--- config.mk ---
export PLATFORM = sky130hd
export DESIGN_NAME = mem_port_arbiter_flat
export DESIGN_NICKNAME = d
export VERILOG_FILES = /design/src/rtl/mem_port_arbiter_pkg.sv /design/src/rtl/mem_port_arbiter_if.sv /design/src/rtl/mem_port_arbiter_rsp_reg.sv /design/src/rtl/mem_port_arbiter.sv /design/src/flat_wrapper.sv
export SDC_FILE = /design/constraint.sdc
export NUM_CORES = 1
export LEC_CHECK = 0
export BUFFER_PORTS_ARGS = -buffer_cell sky130_fd_sc_hd__buf_2
export CORE_AREA = 2 2 107 109
export CTS_BUF_LIST = sky130_fd_sc_hd__clkbuf_8 sky130_fd_sc_hd__clkbuf_16
export CTS_CLUSTER_SIZE = 20
export DETAILED_ROUTE_END_ITERATION = 16
export DIE_AREA = 0 0 109 111
export GPL_ROUTABILITY_DRIVEN = 0
export PLACE_DENSITY = 0.7
export SLEW_MARGIN = 25
export SYNTH_ARGS = -nofsm -noshare
export SYNTH_HDL_FRONTEND = slang
export SYNTH_HIERARCHICAL = 1
export SYNTH_SLANG_ARGS = --single-unit
--- constraint.sdc ---
create_clock -name clk -period 2.6 [get_ports clk]
set_clock_uncertainty 0.2 [all_clocks]
set_input_delay 0.65 -clock clk [delete_from_list [all_inputs] [get_ports clk]]
set_output_delay 0.65 -clock clk [all_outputs]
set_load 0.01 [all_outputs]
--- src/rtl/mem_port_arbiter_pkg.sv ---
// Shared definitions for the data-memory port arbiter.
//   XLEN            data/address width
//   RD_* / WR_*     memory read/write control encodings seen on rd_ctrl/wr_ctrl
//   arb_state_e     arbiter FSM states
//   STREAK_W        width of the LSU streak counter (covers MAX_LSU_STREAK up to 15)
package mem_port_arbiter_pkg;

    localparam int unsigned XLEN = 32;

    localparam logic [2:0] RD_NONE = 3'b000;
    localparam logic [2:0] RD_LB   = 3'b001;
    localparam logic [2:0] RD_LBU  = 3'b010;
    localparam logic [2:0] RD_LH   = 3'b011;
    localparam logic [2:0] RD_LHU  = 3'b100;
    localparam logic [2:0] RD_LW   = 3'b101;

    localparam logic [1:0] WR_NONE = 2'b00;
    localparam logic [1:0] WR_SB   = 2'b01;
    localparam logic [1:0] WR_SH   = 2'b10;
    localparam logic [1:0] WR_SW   = 2'b11;

    localparam int unsigned STREAK_W = 4;

    typedef enum logic [1:0] {
        StIdle   = 2'b00,
        StRspIfu = 2'b01,
        StRspLsu = 2'b10
    } arb_state_e;

endpackage

--- src/rtl/mem_port_arbiter_if.sv ---
// Handshake and memory-port bundle for mem_port_arbiter.
//   ifu_req_* / ifu_rsp_*   instruction-fetch request/response
//   lsu_req_* / lsu_rsp_*   load/store request/response
//   mem_*                   single shared memory port (mem_rdata is asynchronous)
// Modports:
//   slave   the arbiter itself
//   master  everything around it (requesters and memory)
interface mem_port_arbiter_if;
    import mem_port_arbiter_pkg::*;

    logic            ifu_req_valid;
    logic            ifu_req_ready;
    logic [XLEN-1:0] ifu_req_addr;
    logic            ifu_rsp_valid;
    logic            ifu_rsp_ready;
    logic [XLEN-1:0] ifu_rsp_data;

    logic            lsu_req_valid;
    logic            lsu_req_ready;
    logic [2:0]      lsu_rd_ctrl;
    logic [1:0]      lsu_wr_ctrl;
    logic [XLEN-1:0] lsu_req_addr;
    logic [XLEN-1:0] lsu_req_wdata;
    logic            lsu_rsp_valid;
    logic            lsu_rsp_ready;
    logic [XLEN-1:0] lsu_rsp_data;

    logic [2:0]      mem_rd_ctrl;
    logic [1:0]      mem_wr_ctrl;
    logic [XLEN-1:0] mem_addr;
    logic [XLEN-1:0] mem_wdata;
    logic [XLEN-1:0] mem_rdata;

    modport slave (
        input  ifu_req_valid, ifu_req_addr, ifu_rsp_ready,
        input  lsu_req_valid, lsu_rd_ctrl, lsu_wr_ctrl, lsu_req_addr, lsu_req_wdata,
        input  lsu_rsp_ready, mem_rdata,
        output ifu_req_ready, ifu_rsp_valid, ifu_rsp_data,
        output lsu_req_ready, lsu_rsp_valid, lsu_rsp_data,
        output mem_rd_ctrl, mem_wr_ctrl, mem_addr, mem_wdata
    );

    modport master (
        output ifu_req_valid, ifu_req_addr, ifu_rsp_ready,
        output lsu_req_valid, lsu_rd_ctrl, lsu_wr_ctrl, lsu_req_addr, lsu_req_wdata,
        output lsu_rsp_ready, mem_rdata,
        input  ifu_req_ready, ifu_rsp_valid, ifu_rsp_data,
        input  lsu_req_ready, lsu_rsp_valid, lsu_rsp_data,
        input  mem_rd_ctrl, mem_wr_ctrl, mem_addr, mem_wdata
    );

endinterface

--- src/rtl/mem_port_arbiter_rsp_reg.sv ---
// Per-requester response register: captures data on a grant, holds valid and data
// until the requester accepts, clears on synchronous reset.
//   clk, rst       clock, synchronous active-high reset
//   capture        load capture_data and raise rsp_valid
//   capture_data   value to hold
//   rsp_ready      requester consumes the held response
//   rsp_valid      response held
//   rsp_data       held response value
module mem_port_arbiter_rsp_reg
    import mem_port_arbiter_pkg::*;
(
    input  logic            clk,
    input  logic            rst,
    input  logic            capture,
    input  logic [XLEN-1:0] capture_data,
    input  logic            rsp_ready,
    output logic            rsp_valid,
    output logic [XLEN-1:0] rsp_data
);

    logic            valid_q;
    logic [XLEN-1:0] data_q;

    always_ff @(posedge clk) begin
        if (rst) begin
            valid_q <= 1'b0;
            data_q  <= '0;
        end else if (capture) begin
            valid_q <= 1'b1;
            data_q  <= capture_data;
        end else if (valid_q && rsp_ready) begin
            valid_q <= 1'b0;
        end
    end

    assign rsp_valid = valid_q;
    assign rsp_data  = data_q;

endmodule

--- src/rtl/mem_port_arbiter.sv ---
// Arbitrates the single data-memory port between instruction fetch (word reads) and the
// load/store unit. One transaction in flight; every grant answers one cycle later from a
// registered response, so throughput is at most one transaction per two cycles.
//   clk, rst   clock, synchronous active-high reset
//   bus        mem_port_arbiter_if.slave: IFU/LSU request+response handshakes, memory port
// Parameter MAX_LSU_STREAK (1..15): LSU grants allowed back to back while IFU waits.
// Optional macro MEM_ARB_PERF_EN adds 32-bit wrapping counters perf_ifu_grants,
// perf_lsu_grants and perf_ifu_stall (cycles IFU requests without being accepted).
module mem_port_arbiter
    import mem_port_arbiter_pkg::*;
#(
    parameter int unsigned MAX_LSU_STREAK = 4
) (
    input  logic               clk,
    input  logic               rst,
    mem_port_arbiter_if.slave  bus
`ifdef MEM_ARB_PERF_EN
    ,
    output logic [31:0]        perf_ifu_grants,
    output logic [31:0]        perf_lsu_grants,
    output logic [31:0]        perf_ifu_stall
`endif
);

    localparam logic [STREAK_W-1:0] StreakMax = STREAK_W'(MAX_LSU_STREAK);

    arb_state_e          state_q;
    logic [STREAK_W-1:0] streak_q;
    logic                idle;
    logic                ifu_win;
    logic                lsu_win;
    logic [XLEN-1:0]     lsu_cap_data;

    // Grants only happen in IDLE and never while reset is asserted, which also keeps the
    // memory controls at zero during reset.
    assign idle    = !rst && (state_q == StIdle);
    assign ifu_win = idle && bus.ifu_req_valid &&
                     (!bus.lsu_req_valid || (streak_q == StreakMax));
    assign lsu_win = idle && bus.lsu_req_valid && !ifu_win;

    // Pure stores and no-op requests answer with 0; a combined read+write returns the
    // pre-write value seen on mem_rdata in the grant cycle.
    assign lsu_cap_data = (bus.lsu_rd_ctrl != RD_NONE) ? bus.mem_rdata : '0;

    always_comb begin
        bus.ifu_req_ready = ifu_win;
        bus.lsu_req_ready = lsu_win;
        bus.mem_rd_ctrl   = RD_NONE;
        bus.mem_wr_ctrl   = WR_NONE;
        bus.mem_addr      = '0;
        bus.mem_wdata     = '0;
        if (ifu_win) begin
            bus.mem_rd_ctrl = RD_LW;
            bus.mem_addr    = bus.ifu_req_addr;
        end else if (lsu_win) begin
            bus.mem_rd_ctrl = bus.lsu_rd_ctrl;
            bus.mem_wr_ctrl = bus.lsu_wr_ctrl;
            bus.mem_addr    = bus.lsu_req_addr;
            bus.mem_wdata   = bus.lsu_req_wdata;
        end
    end

    always_ff @(posedge clk) begin
        if (rst) begin
            state_q  <= StIdle;
            streak_q <= '0;
        end else begin
            unique case (state_q)
                StIdle: begin
                    if (ifu_win) begin
                        state_q <= StRspIfu;
                    end else if (lsu_win) begin
                        state_q <= StRspLsu;
                    end
                end
                StRspIfu: if (bus.ifu_rsp_ready) state_q <= StIdle;
                StRspLsu: if (bus.lsu_rsp_ready) state_q <= StIdle;
                default:  state_q <= StIdle;
            endcase

            // Streak only measures how long IFU has been starved by the LSU.
            if (!bus.ifu_req_valid || ifu_win) begin
                streak_q <= '0;
            end else if (lsu_win && (streak_q != StreakMax)) begin
                streak_q <= streak_q + STREAK_W'(1);
            end
        end
    end

    mem_port_arbiter_rsp_reg u_ifu_rsp (
        .clk          (clk),
        .rst          (rst),
        .capture      (ifu_win),
        .capture_data (bus.mem_rdata),
        .rsp_ready    (bus.ifu_rsp_ready),
        .rsp_valid    (bus.ifu_rsp_valid),
        .rsp_data     (bus.ifu_rsp_data)
    );

    mem_port_arbiter_rsp_reg u_lsu_rsp (
        .clk          (clk),
        .rst          (rst),
        .capture      (lsu_win),
        .capture_data (lsu_cap_data),
        .rsp_ready    (bus.lsu_rsp_ready),
        .rsp_valid    (bus.lsu_rsp_valid),
        .rsp_data     (bus.lsu_rsp_data)
    );

`ifdef MEM_ARB_PERF_EN
    logic [31:0] perf_ifu_grants_q;
    logic [31:0] perf_lsu_grants_q;
    logic [31:0] perf_ifu_stall_q;

    always_ff @(posedge clk) begin
        if (rst) begin
            perf_ifu_grants_q <= '0;
            perf_lsu_grants_q <= '0;
            perf_ifu_stall_q  <= '0;
        end else begin
            if (ifu_win) perf_ifu_grants_q <= perf_ifu_grants_q + 32'd1;
            if (lsu_win) perf_lsu_grants_q <= perf_lsu_grants_q + 32'd1;
            if (bus.ifu_req_valid && !ifu_win) perf_ifu_stall_q <= perf_ifu_stall_q + 32'd1;
        end
    end

    assign perf_ifu_grants = perf_ifu_grants_q;
    assign perf_lsu_grants = perf_lsu_grants_q;
    assign perf_ifu_stall  = perf_ifu_stall_q;
`endif

endmodule

--- src/flat_wrapper.sv ---
// flat-port wrapper written by rule: the top's interface ports become plain ports
module mem_port_arbiter_flat import mem_port_arbiter_pkg::*;
#(
    parameter int unsigned MAX_LSU_STREAK = 4
)
  (clk, rst, bus_ifu_req_valid, bus_ifu_req_addr, bus_ifu_rsp_ready, bus_lsu_req_valid, bus_lsu_rd_ctrl, bus_lsu_wr_ctrl, bus_lsu_req_addr, bus_lsu_req_wdata, bus_lsu_rsp_ready, bus_mem_rdata, bus_ifu_req_ready, bus_ifu_rsp_valid, bus_ifu_rsp_data, bus_lsu_req_ready, bus_lsu_rsp_valid, bus_lsu_rsp_data, bus_mem_rd_ctrl, bus_mem_wr_ctrl, bus_mem_addr, bus_mem_wdata);
  mem_port_arbiter_if bus_i ();
  input  logic clk;
  input  logic rst;
  input wire logic [$bits(bus_i.ifu_req_valid)-1:0] bus_ifu_req_valid;
  input wire logic [$bits(bus_i.ifu_req_addr)-1:0] bus_ifu_req_addr;
  input wire logic [$bits(bus_i.ifu_rsp_ready)-1:0] bus_ifu_rsp_ready;
  input wire logic [$bits(bus_i.lsu_req_valid)-1:0] bus_lsu_req_valid;
  input wire logic [$bits(bus_i.lsu_rd_ctrl)-1:0] bus_lsu_rd_ctrl;
  input wire logic [$bits(bus_i.lsu_wr_ctrl)-1:0] bus_lsu_wr_ctrl;
  input wire logic [$bits(bus_i.lsu_req_addr)-1:0] bus_lsu_req_addr;
  input wire logic [$bits(bus_i.lsu_req_wdata)-1:0] bus_lsu_req_wdata;
  input wire logic [$bits(bus_i.lsu_rsp_ready)-1:0] bus_lsu_rsp_ready;
  input wire logic [$bits(bus_i.mem_rdata)-1:0] bus_mem_rdata;
  output wire logic [$bits(bus_i.ifu_req_ready)-1:0] bus_ifu_req_ready;
  output wire logic [$bits(bus_i.ifu_rsp_valid)-1:0] bus_ifu_rsp_valid;
  output wire logic [$bits(bus_i.ifu_rsp_data)-1:0] bus_ifu_rsp_data;
  output wire logic [$bits(bus_i.lsu_req_ready)-1:0] bus_lsu_req_ready;
  output wire logic [$bits(bus_i.lsu_rsp_valid)-1:0] bus_lsu_rsp_valid;
  output wire logic [$bits(bus_i.lsu_rsp_data)-1:0] bus_lsu_rsp_data;
  output wire logic [$bits(bus_i.mem_rd_ctrl)-1:0] bus_mem_rd_ctrl;
  output wire logic [$bits(bus_i.mem_wr_ctrl)-1:0] bus_mem_wr_ctrl;
  output wire logic [$bits(bus_i.mem_addr)-1:0] bus_mem_addr;
  output wire logic [$bits(bus_i.mem_wdata)-1:0] bus_mem_wdata;
  assign bus_i.ifu_req_valid = bus_ifu_req_valid;
  assign bus_i.ifu_req_addr = bus_ifu_req_addr;
  assign bus_i.ifu_rsp_ready = bus_ifu_rsp_ready;
  assign bus_i.lsu_req_valid = bus_lsu_req_valid;
  assign bus_i.lsu_rd_ctrl = bus_lsu_rd_ctrl;
  assign bus_i.lsu_wr_ctrl = bus_lsu_wr_ctrl;
  assign bus_i.lsu_req_addr = bus_lsu_req_addr;
  assign bus_i.lsu_req_wdata = bus_lsu_req_wdata;
  assign bus_i.lsu_rsp_ready = bus_lsu_rsp_ready;
  assign bus_i.mem_rdata = bus_mem_rdata;
  assign bus_ifu_req_ready = bus_i.ifu_req_ready;
  assign bus_ifu_rsp_valid = bus_i.ifu_rsp_valid;
  assign bus_ifu_rsp_data = bus_i.ifu_rsp_data;
  assign bus_lsu_req_ready = bus_i.lsu_req_ready;
  assign bus_lsu_rsp_valid = bus_i.lsu_rsp_valid;
  assign bus_lsu_rsp_data = bus_i.lsu_rsp_data;
  assign bus_mem_rd_ctrl = bus_i.mem_rd_ctrl;
  assign bus_mem_wr_ctrl = bus_i.mem_wr_ctrl;
  assign bus_mem_addr = bus_i.mem_addr;
  assign bus_mem_wdata = bus_i.mem_wdata;
  mem_port_arbiter #(.MAX_LSU_STREAK(MAX_LSU_STREAK)) u_core (.clk(clk), .rst(rst), .bus(bus_i));
endmodule
==> run summary <==
The flow ran to the end, but the final reports show violations. The checks that failed: setup timing. The clock tree synthesis step divided the H-tree into 3 levels. 276 I/O pins were placed. TritonCTS built the clock tree.

Counting instances in the post-synthesis netlist gives the leading cell types as sky130_fd_sc_hd__dfxtp_1, sky130_fd_sc_hd__nor2_1, sky130_fd_sc_hd__nand3_1, sky130_fd_sc_hd__mux2i_1, sky130_fd_sc_hd__and2_1. The slowest stage of the critical path belongs to the cell sky130_fd_sc_hd__dfxtp_2. The post-synthesis instance total is 449.

The quantity of hold-fixing buffers added after cts is 0. The global routing met3 resource utilization came out at 0.0629. The antenna violation net count after detailed routing is 0. The share of flip-flops with an asynchronous set or reset came out at 0. In this run the worst hold path is classified as flop to flop.

The complex-gate fraction of the synthesized area is 0.0594. Of the cells placed in the final design, the portion with a size suffix greater than 1 is 0.560. The power density relative to cell area is 479 mW/mm^2. The via count of the first global-routing pass came out at 4,181. The total count of hold-check failures in the final report came out at 0. For this run, global-route usage on met1 was measured as 0.267. The clock passes through at most 2 buffers. The post-synthesis net count is 590. The design draws 3.10 mW. The leakage power total is 3.09 nW. In this run, the number of DRC markers left after iteration 0 of detailed routing was approximately 350. At the pin with the least slew margin, the transition time is slightly below 0.7 ns. The kind of cell with the highest combined delay along the critical path is buffers and inverters. The cell repeated most along the worst path is sky130_fd_sc_hd__buf_12. The detailed-route vias per instance is approximately 5.1. The fraction of synthesized cell area in xor and xnor cells came out at 0. For this configuration, the core starts out at a cell density of 0.340. The count of unique library cells instantiated by Yosys came out at 29. The top cell type's share of synthesized area came out at 0.382. The area share of and/or/nand/nor cells after synthesis is 0.301. The mapped cell area came out at between 0.003 and 0.004 mm^2. Among all flip-flop cells after synthesis, the most frequent one is sky130_fd_sc_hd__dfxtp_1. The number of slew-limit violations in the final report is 0. The detailed-route DRC error count is 0. The number of buffers created by CTS came out at 9. The critical path arrival is 1.99 ns. The post-route non-filler standard cell count is 882. The synthesized design spends more area on one cell type than any other, namely sky130_fd_sc_hd__dfxtp_1. After clock tree synthesis, the clock-pin slew on the worst setup and hold paths is 0.06 ns.

By area, the combinational part of the netlist is dominated by simple AND/OR/NAND/NOR gates. The sink count of the clock tree is 72. The source-to-sink clock delay at the later pin of the worst-skew pair is ~0.33 ns. The number of port buffers came out at 275. The number of synthesized register bits is 72. After layout, the worst setup slack is -0.241 ns. The required time of the worst setup path is between 1.5 and 2 ns.

The average instance area after synthesis is between 8 and 9 um^2. For the final routed database, the setup TNS stands at -14.07 ns. The relative slew slack is 0.547. Setup repair after global routing could not meet its margin everywhere. The HPWL after detailed placement is 9910 um. Timing would allow up to 352 MHz.

The share of synthesized area occupied by flip-flops and latches came out at 0.382. IR analysis of the VDD net gives a maximum drop of 0.286 mV. The final antenna diode count came out at 0. The tree is rooted in a sky130_fd_sc_hd__clkbuf_16. The leading cell type by number of instances after synthesis is sky130_fd_sc_hd__dfxtp_1. Across every metal layer, demand over resource in global routing totals 0.233.

The classification of the worst setup path is flop to primary output. Including well taps, the total number of placed cells is 840. The area overhead of the layout relative to synthesis came out at 71.8%.

The final clock period utilization by the worst path is 1.09. The height of the chip is 111 um. STA classifies the critical path startpoint as a flop. STA classifies the critical path endpoint as a primary output. The stage delay of the slowest cell on the critical path is 0.32 ns. By area the synthesized netlist is led by sky130_fd_sc_hd__dfxtp_1, sky130_fd_sc_hd__mux2i_1, sky130_fd_sc_hd__nand3_1. The net count of the finished layout came out at 875. The post-route minimum period came out at 2.84 ns. The width of the chip came out at 109 um. The leftover overflow at the end of global routing came out at 0. The initial antenna violation count came out at 0. The total area inside the core boundary comes to about 0.011 mm^2. The final count of negative-setup-slack endpoints came out at between 70 and 80.

The mean routed wirelength per cell is 17.7 um. The number of synthesized flops with an enable pin came out at 0. Along the worst path, the maximum fanout reaches 8. The portion of synthesized area spent on multiplexers is 0.170.

The buffering stage count on the worst path with inverters included came out at 6. The die covers 0.0121 mm^2. The total routed wirelength is 15,600 um. The first-pass GRT wire length is roughly 22,000 um. The first-pass detailed-route iteration total came out at 5. The total of max-cap violations came out at 0. The number of warnings issued by yosys is 6. Of the total synthesized cell area, the portion taken by full adders, half adders and majority gates is 0.00664.

The overall via count from detail_route came out at 4,466. After global routing, the most crowded layer is met2. Walking the worst path, the cells encountered are inv_2, ha_4, nand3b_1, a21boi_4, buf_12, buf_12, buf_12, clkbuf_16, o21ai_2, buf_2.

The pin count of the biggest net entering global routing is 67. The row count is 39. In the global route stage, met2 resource usage came out at 0.410.
## worst reg2reg max path: stages (launching register included)
cell and delay, ns:
sky130_fd_sc_hd__dfxtp_2 0.34, sky130_fd_sc_hd__inv_2 0.05, sky130_fd_sc_hd__ha_4 0.16, sky130_fd_sc_hd__nand3b_1 0.16
sky130_fd_sc_hd__a21boi_4 0.09, sky130_fd_sc_hd__buf_12 0.13, sky130_fd_sc_hd__nor2_4 0.12, sky130_fd_sc_hd__buf_8 0.16
sky130_fd_sc_hd__buf_16 0.13, sky130_fd_sc_hd__buf_4 0.12, sky130_fd_sc_hd__buf_4 0.26, sky130_fd_sc_hd__mux2i_1 0.25
sky130_fd_sc_hd__nor2_1 0.06
## area by class of cell
type / instances / area [um^2]
inverter: 4 / 15.0
multi-input combinational: 332 / 2310
clock buffer: 9 / 225
fill: 943 / 4600
tap: 143 / 179
timing repair buffer: 315 / 2250
clock inverter: 7 / 61.3
sequential: 72 / 1440
## where the power goes
group          internal (mW)  switching, mW
logic                  0.386          0.373
clock network          0.664          0.511
registers               1.15         0.0223
total                   2.19          0.906
## state kept, by name, indices dropped and copies added, names as in the netlist
register	count
u_core/u_ifu_rsp/rsp_data	32
u_core/u_lsu_rsp/rsp_data	32
u_core/streak_q	4
u_core/state_q	2
u_core/u_ifu_rsp/rsp_valid	1
u_core/u_lsu_rsp/rsp_valid	1
## layer usage
metal,vias up,part of all wire
li1,2093,-
met2,207,0.51
met4,0,0.020
met5,-,0
met1,2140,0.39
met3,26,0.079
## metrics by stage
| stage | hold WS [ns] | utilization | setup WS, ns | cell area [um^2] |
|---|---|---|---|---|
| 2_1_floorplan | 0.262 | - | 0.0746 | 3770 |
| 3_3_place_gp | 0.255 | 0.472 | 0.0582 | 5230 |
| 5_1_grt | 0.313 | 0.585 | -0.319 | 6480 |
| 6_report | 0.280 | 0.585 | -0.241 | 6480 |
| 4_1_cts | 0.285 | 0.552 | -0.159 | 6120 |
| 3_5_place_dp | 0.271 | 0.472 | 0.0301 | 5230 |
## worst paths after layout
kind | start | end | slack [ns] | depth (start not counted)
worst max-delay path | u_core/streak_q[0]$_SDFFE_PP0P_ | bus_mem_addr[23] | -0.24 | 10
worst min-delay path | u_core/u_lsu_rsp/rsp_valid$_SDFFE_PP0P_ | u_core/u_lsu_rsp/rsp_valid$_SDFFE_PP0P_ | 0.28 | 2
worst max register to register | u_core/streak_q[0]$_SDFFE_PP0P_ | u_core/u_lsu_rsp/rsp_data[12]$_SDFFE_PP0P_ | 0.23 | 12
worst min register to register | u_core/u_lsu_rsp/rsp_valid$_SDFFE_PP0P_ | u_core/u_lsu_rsp/rsp_valid$_SDFFE_PP0P_ | 0.28 | 2
## kinds of logic after synthesis
kind of cell               count (synthesis)
adders and majority gates                  2
and+or+nand+nor                          222
buffers and inverters                     45
muxes                                     64
AOI/OAI and AO/OA                         44
DFF                                       72
## cells in the final DEF, fill, tap and decap left out, types with 3 or more instances in the layout
master and count:
sky130_fd_sc_hd__dfxtp_1 70, sky130_fd_sc_hd__nand2_1 6, sky130_fd_sc_hd__buf_2 239, sky130_fd_sc_hd__buf_6 37
sky130_fd_sc_hd__nor2_1 66, sky130_fd_sc_hd__clkbuf_16 14, sky130_fd_sc_hd__o21ai_2 31, sky130_fd_sc_hd__buf_12 8
sky130_fd_sc_hd__buf_4 17, sky130_fd_sc_hd__nor2b_1 33, sky130_fd_sc_hd__nand3_1 62, sky130_fd_sc_hd__and2_4 35
sky130_fd_sc_hd__nand3_2 4, sky130_fd_sc_hd__mux2i_1 64, sky130_fd_sc_hd__buf_16 7, sky130_fd_sc_hd__inv_6 3
sky130_fd_sc_hd__nand2b_1 3, sky130_fd_sc_hd__a21oi_1 7
## repair_timing
action,in CTS,in global routing
setup buffers,10,4
gates cloned,8,5
resized for setup,77,59
setup endpoints to repair,70,70
pin swaps,29,28
Note: power is estimated with default switching activity, not from simulation.
